$ cat src/rtl/uart_byte_fifo.sv
// Byte FIFO between the UART receiver and transmitter; a small read FSM
// pops one byte at a time and paces it on the transmitter's busy flag.
//
// state   | meaning
// IDLE    | wait for a stored byte and an idle transmitter
// LOAD    | pop the oldest byte into tx_data
// START   | tx_start high for this one cycle
// WAIT_HI | wait for tx_busy to rise; give up after 4 cycles
// WAIT_LO | wait for the frame to finish
module uart_byte_fifo #(
  parameter int DATA_W = 8,
  parameter int DEPTH  = 16,
  parameter int AW     = 4
) (
  input  logic              sys_clk,
  input  logic              reset,
  input  logic [DATA_W-1:0] rx_data,
  input  logic              rx_valid,
  input  logic              clear,
  input  logic              tx_busy,
  output logic              tx_start,
  output logic [DATA_W-1:0] tx_data,
  output logic [AW:0]       count,
  output logic              empty,
  output logic              full,
  output logic              overflow
);

  localparam logic [AW:0] DEPTH_C = (AW+1)'(DEPTH);

  typedef enum logic [2:0] {
    ST_IDLE,
    ST_LOAD,
    ST_START,
    ST_WAIT_HI,
    ST_WAIT_LO
  } state_t;

  logic [DATA_W-1:0] mem_q [DEPTH];

  state_t            state_q, state_d;
  logic [AW-1:0]     wr_ptr_q, wr_ptr_d;
  logic [AW-1:0]     rd_ptr_q, rd_ptr_d;
  logic [AW:0]       count_q, count_d;
  logic              ovf_q, ovf_d;
  logic [1:0]        timer_q, timer_d;
  logic              tx_start_q, tx_start_d;
  logic [DATA_W-1:0] tx_data_q, tx_data_d;
  logic              wr_en, pop;

  always_comb begin
    state_d    = state_q;
    wr_ptr_d   = wr_ptr_q;
    rd_ptr_d   = rd_ptr_q;
    count_d    = count_q;
    ovf_d      = ovf_q;
    timer_d    = timer_q;
    tx_start_d = 1'b0;
    tx_data_d  = tx_data_q;
    pop        = 1'b0;
    wr_en      = 1'b0;

    // tx_start is registered on the way out of LOAD so it is high during START
    case (state_q)
      ST_IDLE: begin
        if ((count_q != '0) && !tx_busy) state_d = ST_LOAD;
      end
      ST_LOAD: begin
        pop        = 1'b1;
        tx_data_d  = mem_q[rd_ptr_q];
        rd_ptr_d   = rd_ptr_q + 1'b1;
        tx_start_d = 1'b1;
        state_d    = ST_START;
      end
      ST_START: begin
        timer_d = 2'd3;
        state_d = ST_WAIT_HI;
      end
      ST_WAIT_HI: begin
        if (tx_busy)               state_d = ST_WAIT_LO;
        else if (timer_q == 2'd0)  state_d = ST_IDLE;
        else                       timer_d = timer_q - 2'd1;
      end
      ST_WAIT_LO: begin
        if (!tx_busy) state_d = ST_IDLE;
      end
      default: state_d = ST_IDLE;
    endcase

    // a pop in the same cycle frees the slot a full FIFO would otherwise refuse
    wr_en = rx_valid && ((count_q != DEPTH_C) || pop);
    if (rx_valid && !wr_en) ovf_d = 1'b1;
    if (wr_en) wr_ptr_d = wr_ptr_q + 1'b1;

    case ({wr_en, pop})
      2'b10:   count_d = count_q + 1'b1;
      2'b01:   count_d = count_q - 1'b1;
      default: count_d = count_q;
    endcase

    if (clear) begin
      wr_en      = 1'b0;
      pop        = 1'b0;
      wr_ptr_d   = '0;
      rd_ptr_d   = '0;
      count_d    = '0;
      ovf_d      = 1'b0;
      timer_d    = 2'd0;
      tx_start_d = 1'b0;
      tx_data_d  = tx_data_q;
      state_d    = ST_IDLE;
    end
  end

  always_ff @(posedge sys_clk or negedge reset) begin
    if (!reset) begin
      state_q    <= ST_IDLE;
      wr_ptr_q   <= '0;
      rd_ptr_q   <= '0;
      count_q    <= '0;
      ovf_q      <= 1'b0;
      timer_q    <= 2'd0;
      tx_start_q <= 1'b0;
      tx_data_q  <= '0;
    end else begin
      state_q    <= state_d;
      wr_ptr_q   <= wr_ptr_d;
      rd_ptr_q   <= rd_ptr_d;
      count_q    <= count_d;
      ovf_q      <= ovf_d;
      timer_q    <= timer_d;
      tx_start_q <= tx_start_d;
      tx_data_q  <= tx_data_d;
    end
  end

  // storage needs no reset; contents are only read behind a valid count
  always_ff @(posedge sys_clk) begin
    if (wr_en) mem_q[wr_ptr_q] <= rx_data;
  end

  assign tx_start = tx_start_q;
  assign tx_data  = tx_data_q;
  assign count    = count_q;
  assign empty    = (count_q == '0);
  assign full     = (count_q == DEPTH_C);
  assign overflow = ovf_q;

endmodule

$ cat config.mk
export PLATFORM = sky130hd
export DESIGN_NAME = uart_byte_fifo
export DESIGN_NICKNAME = d
export VERILOG_FILES = /design/src/rtl/uart_byte_fifo.sv
export SDC_FILE = /design/constraint.sdc
export NUM_CORES = 1
export LEC_CHECK = 0
export BUFFER_PORTS_ARGS = -buffer_cell sky130_fd_sc_hd__buf_2
export CORE_UTILIZATION = 60
export DETAILED_ROUTE_END_ITERATION = 8
export PLACE_DENSITY = 0.78
export SLEW_MARGIN = 20
export SYNTH_ARGS = -nofsm -noshare
export SYNTH_HDL_FRONTEND = slang
export SYNTH_SLANG_ARGS = --single-unit
$ cat constraint.sdc
create_clock -name sys_clk -period 7.2 [get_ports sys_clk]
set_input_delay 1.08 -clock sys_clk [delete_from_list [all_inputs] [get_ports sys_clk]]
set_output_delay 1.08 -clock sys_clk [all_outputs]
set_load 0.02 [all_outputs]
# --- Word level (Yosys, flattened, before mapping) ---
# Memory sizes are Yosys's and may differ from the RTL's. A register that Yosys moved wholly into a read port is not among the register bits.
# Cells that the tools add are included.
totals:
  elab_cells: 69
  memories: 1
  register_bits: 20
  ram_bits: 128
  output_inout_bits: 17
  input_bits: 13
memory_table:
  columns: ["memory", "depth", "width", "rd", "rd_clocked_by_memory_dff", "write_ports", "line", "text"]
  rows:
  - ["mem_q", 16, 8, 1, 1, 1, "39", "logic [DATA_W-1:0] mem_q [DEPTH];"]
classes:
  n_bitwise: 1
  add_sub_neg: 5
  n_mux: 23
  reduce_logical: 19
  eq_ne: 13
ops:
  columns: ["cell", "count"]
  rows:
  - ["4-bit 2-to-1 mux", 4]
  - ["3-bit 2-to-1 mux", 5]
  - ["3-bit one-hot mux with 5 select lines", 1]
  - ["3-bit inequality test, second input constant", 4]
  - ["5-bit one-hot mux with 2 select lines", 1]
  - ["4-bit by 1-bit adder with 4-bit output, second input constant", 2]
  - ["1-bit 2-to-1 mux", 7]
  - ["3-bit by 2-bit == test with 1-bit output, second input constant", 2]
  - ["2-bit 2-to-1 mux", 3]
  - ["3-bit AND reduction", 2]
  - ["2-bit nonzero test", 3]
  - ["3-bit nonzero test", 2]
  - ["5-bit by 1-bit adder with 5-bit output, second input constant", 1]
  - ["5-bit == test, second input constant", 1]
  - ["5-bit logical NOT", 1]
  - ["5-bit 2-to-1 mux", 1]
  - ["5-bit inequality test, second input constant", 1]
  - ["5-bit nonzero test", 1]
  - ["5-bit by 1-bit subtractor with 5-bit output, second input constant", 1]
  - ["4-bit inequality test, second input constant", 1]
  - ["2-bit one-hot mux with 2 select lines", 1]
  - ["3-bit by 1-bit == test with 1-bit output, second input constant", 1]
  - ["3-bit == test, second input constant", 1]
  - ["1-bit logical AND", 3]
  - ["other kinds (9)", 11]

# --- Longest topological paths before layout ---
logic_depth:
  depth_word: 8
  ltp_mapped: 11
  mapped_depth_nobuf: 9

# --- Worst setup path before layout ---
# No wires, ideal clock.
synth_path:
  path_type: "input -> register"
  startpoint: "input rx_valid"
  endpoint: "register count_q[4] (netlist: count[4])"
  required_ns: 7.077
  arrival_ns: 2.517
  setup_time_ns: 0.123
  setup_slack_ns: 4.560
  path_stages: 8
  n_path_buf: 0
  path_cell_list: "nor2_4 > inv_1 > fa_1 > nor2b_1 > o21ai_0 > nand2b_1 > mux2_2 > o221a_2"
synth_between:
  elab_chain_cells: 4
  elab_cells_between_ends: 6
  cone_classes: "eq/ne (2); mux (2); reduce/logical (2)"
synth_rtl:
  columns: ["element", "line", "text"]
  rows:
  - ["start, declared", "18", "input logic rx_valid,"]
  - ["1-bit logical AND *", "91", "wr_en = rx_valid && ((count_q != DEPTH_C) || pop);"]
  - ["2-bit by 1-bit == test with 1-bit output / 2-bit == test (equally long branches)", "95", "case ({wr_en, pop})"]
  - ["5-bit one-hot mux with 2 select lines", "95", null]
  - ["5-bit 2-to-1 mux", "101", "if (clear) begin"]
  - ["end signal, assigned", "129", "count_q <= count_d;"]
  - ["end, declared", "44", "logic [AW:0] count_q, count_d;"]
# Every way passes the cells marked *; elsewhere a longest branch is shown, timed or not.
# A chain may end at the register's enable or synchronous reset.

# --- Worst setup path in the final report ---
layout_path:
  startpoint: "register count_q[0] (netlist: count[0])"
  endpoint: "output full"
layout_between:
  elab_chain_cells: 1
layout_rtl:
  columns: ["element", "line", "text"]
  rows:
  - ["5-bit == test", "146", "assign full = (count_q == DEPTH_C);"]
  - ["end, declared", "25", "output logic full,"]
# Every way passes these cells.

==> flow_metrics.tcl <==
set metrics [dict create \
    n_antenna_cell 0 \
    rsz0062_at_grt "false" \
    critPathArrivalTime_ns 2.02 \
    die_w_um 105.2 \
    yosysTopAreaCell "edfxtp_1" \
    setup_ws_ns 4.101 \
    max_slew_margin_pct 39.71 \
    grt-ovfl-total 0 \
    async_flop_share_pct 17.95 \
    num_vias 3288 \
    antenna_found_initial 0 \
    holdCritPathClass "flop to flop" \
    place_congestion 0.7662 \
    dp_slack_ns 4.263 \
    wl_mm 11.81 \
    min_period_ns 3.099 \
    die-area_sq_um 11060 \
    worst_slew_pin_slew_ns 0.9010 \
    seqCellArea_sq_um 4548 \
    finalSetupViolCount 0 \
    clock-root-buffer "clkbuf_8" \
    cpMaxStageDelayCell "nor4_1" \
    dp.cells 510 \
    dr.first_iter.drc_count 299 \
    synth_top_area_share_pct 60.19 \
    cts_max_level 4 \
    ant_nets 0 \
    fillers 648 \
    layout.cells.non_filler 542 \
    hold_viol 0 \
    fin_skew_ns 0.01180 \
    ys_seq_elements 156 \
    nNetsFinal 416 \
    synth_edf_count 128 \
    outcome "completed" \
    chipHeight_um 105.2 \
    synthCells 360 \
    syn_area_sq_um 6386 \
    cts_buffers 17 \
    ys.flop_type "edfxtp_1" \
    avgSynthCellArea_sq_um 17.74 \
    syn2layout_area_growth_pct 12.42 \
    max_cap_viol_count 0 \
    start_util_pct 61.86 \
    synth_nets 383 \
    yosys_warnings 0 \
    ctsHoldBuffers 0 \
    core_sq_um 10320 \
    multi_input_area_sq_um 1715 \
    finalMaxSlewViolations 0 \
    crit_chain "nor4_1 > and2_1 > buf_2" \
    crit_type "flop to output port" \
    cts_resized 0 \
    worstPathMaxFanout 7 \
    synth_area_leaders "edfxtp_1 60%, mux4_2 11%, dfrtp_1 11%, mux2i_1 2.5%, nor2_1 2.4%" \
    p_leak_nw 2.458 \
    drive_gt1_share_pct 26.11 \
    critPathMaxStageDelay_ns 0.59 \
    rows 37 \
    whs_ns 0.4923 \
    vdd_drop_max_v 0.0001772 \
    end_kind "output port" \
    dp_hpwl_mm 7.480 \
    cts_setup_buffers 0 \
    powerDensity_nw_per_um2 328.0 \
    cp-start-kind "flop" \
    cp.required_ns 6.12 \
    io-pin-count 30 \
    routed_via_density 6.066 \
    seq_area_frac_synth_pct 71.16 \
    ys_types 43 \
    finalSetupTns_ns 0 \
    cts_sinks 156 \
    portBuffers 29 \
    clock_latency_ns 0.52 \
    power.total_mw 2.355 \
    tritoncts "done" \
    wl_per_cell_um 21.79 \
    fmax_ghz 0.3227 \
    drc 0 \
    grt_pass1_wl_mm 18.55 \
    first_pass_iters 4 \
    clk_pin_slew_ns 0.06 \
    grt_max_degree 35 \
    grt_usage_pct 23.80 \
    cts_buffer_depth 2 \
    timing.final.crit_share_pct 43.04 \
    grt_pass1_vias 3377 \
]
[cell usage in the layout, fill, tap and decap left out, types with 5 or more instances in the layout]
| master | count |
|---|---|
| edfxtp_1 | 128 |
| dfrtp_1 | 27 |
| nand2_1 | 16 |
| xor2_1 | 5 |
| a21oi_1 | 9 |
| nor2_1 | 41 |
| o221ai_1 | 6 |
| mux2_2 | 5 |
| mux4_2 | 32 |
| clkbuf_16 | 16 |
| mux2i_1 | 16 |
| buf_2 | 29 |
| inv_1 | 9 |
| ha_1 | 9 |
| inv_6 | 6 |
[critical path: cells and delay by family (launching register included)]
kind	cells	cell delay, ns
AND/OR/NAND/NOR	2	0.87
flip-flops	1	0.44
buffers and inverters	1	0.19
[registers in the layout (all words and copies together) (netlist names)]
| register | flops |
|---|---|
| count | 5 |
| mem_q | 128 |
| overflow | 1 |
| rd_ptr_q | 4 |
| state_q | 3 |
| timer_q | 2 |
| tx_data | 8 |
| tx_start | 1 |
| wr_ptr_q | 4 |
[metal layers]
| metal | routed length (um) | vias up | global-route usage (%) |
|---|---|---|---|
| met5 | 0 | - | 0 |
| met4 | 187 | 0 | 10.06 |
| met3 | 777 | 21 | 5.989 |
| met2 | 5922 | 130 | 36.47 |
| met1 | 4921 | 1673 | 33.03 |
| li1 | - | 1464 | - |
[synthesized netlist by cell type (all sizes together), types with 6 or more instances]
| cell type | n |
|---|---|
| a21oi | 9 |
| buf | 14 |
| dfrtp | 28 |
| edfxtp | 128 |
| ha | 9 |
| inv | 9 |
| mux2i | 16 |
| mux4 | 32 |
| nand2 | 17 |
| nor2 | 42 |
| o221ai | 6 |
[worst paths after layout]
path / start / to / slack [ns] / cells past startpoint
max: count[0] / full / 4.10 / 3
min: tx_data[5] / tx_data[5] / 0.49 / 2
max reg2reg: state_q[1] / count[4] / 4.40 / 9
min reg2reg: tx_data[5] / tx_data[5] / 0.49 / 2
max in group asynchronous: reset / rd_ptr_q[0] / 6.12 / 1
min in group asynchronous: reset / wr_ptr_q[3] / 0.59 / 1
[cell families (layout without fill, tap and decap cells)]
family,Yosys count,count (layout),synth area share (%)
compound gates,28,28,3.233
xor+xnor,7,7,0.9601
fa+ha+maj,10,10,2.077
mux,53,53,14.67
buf+inv,26,72,1.979
flops,156,156,71.16
simple gates,80,80,5.917
[area by class of cell]
type	instances	area share, %
flip-flops and latches	156	63.35
multi-input cells	178	23.89
clock buffers	17	5.769
well taps	136	2.370
repair buffers	31	2.231
clock inverters	15	1.917
inverters	9	0.4705
[stage by stage]
step                util, %  area, sq um
floorplan                 -         6386
global placement      64.17         6625
detailed placement    64.17         6625
CTS                   69.52         7177
global route          69.54         7179
finish                69.54         7179
[power by group]
group	leakage [nW]	switching (mW)	internal (mW)
sequential	1.52	0.0832	1.03
clock	0.258	0.360	0.463
combinational	0.680	0.222	0.196
total	2.46	0.666	1.69
Note: power is estimated with default switching activity, not from simulation.
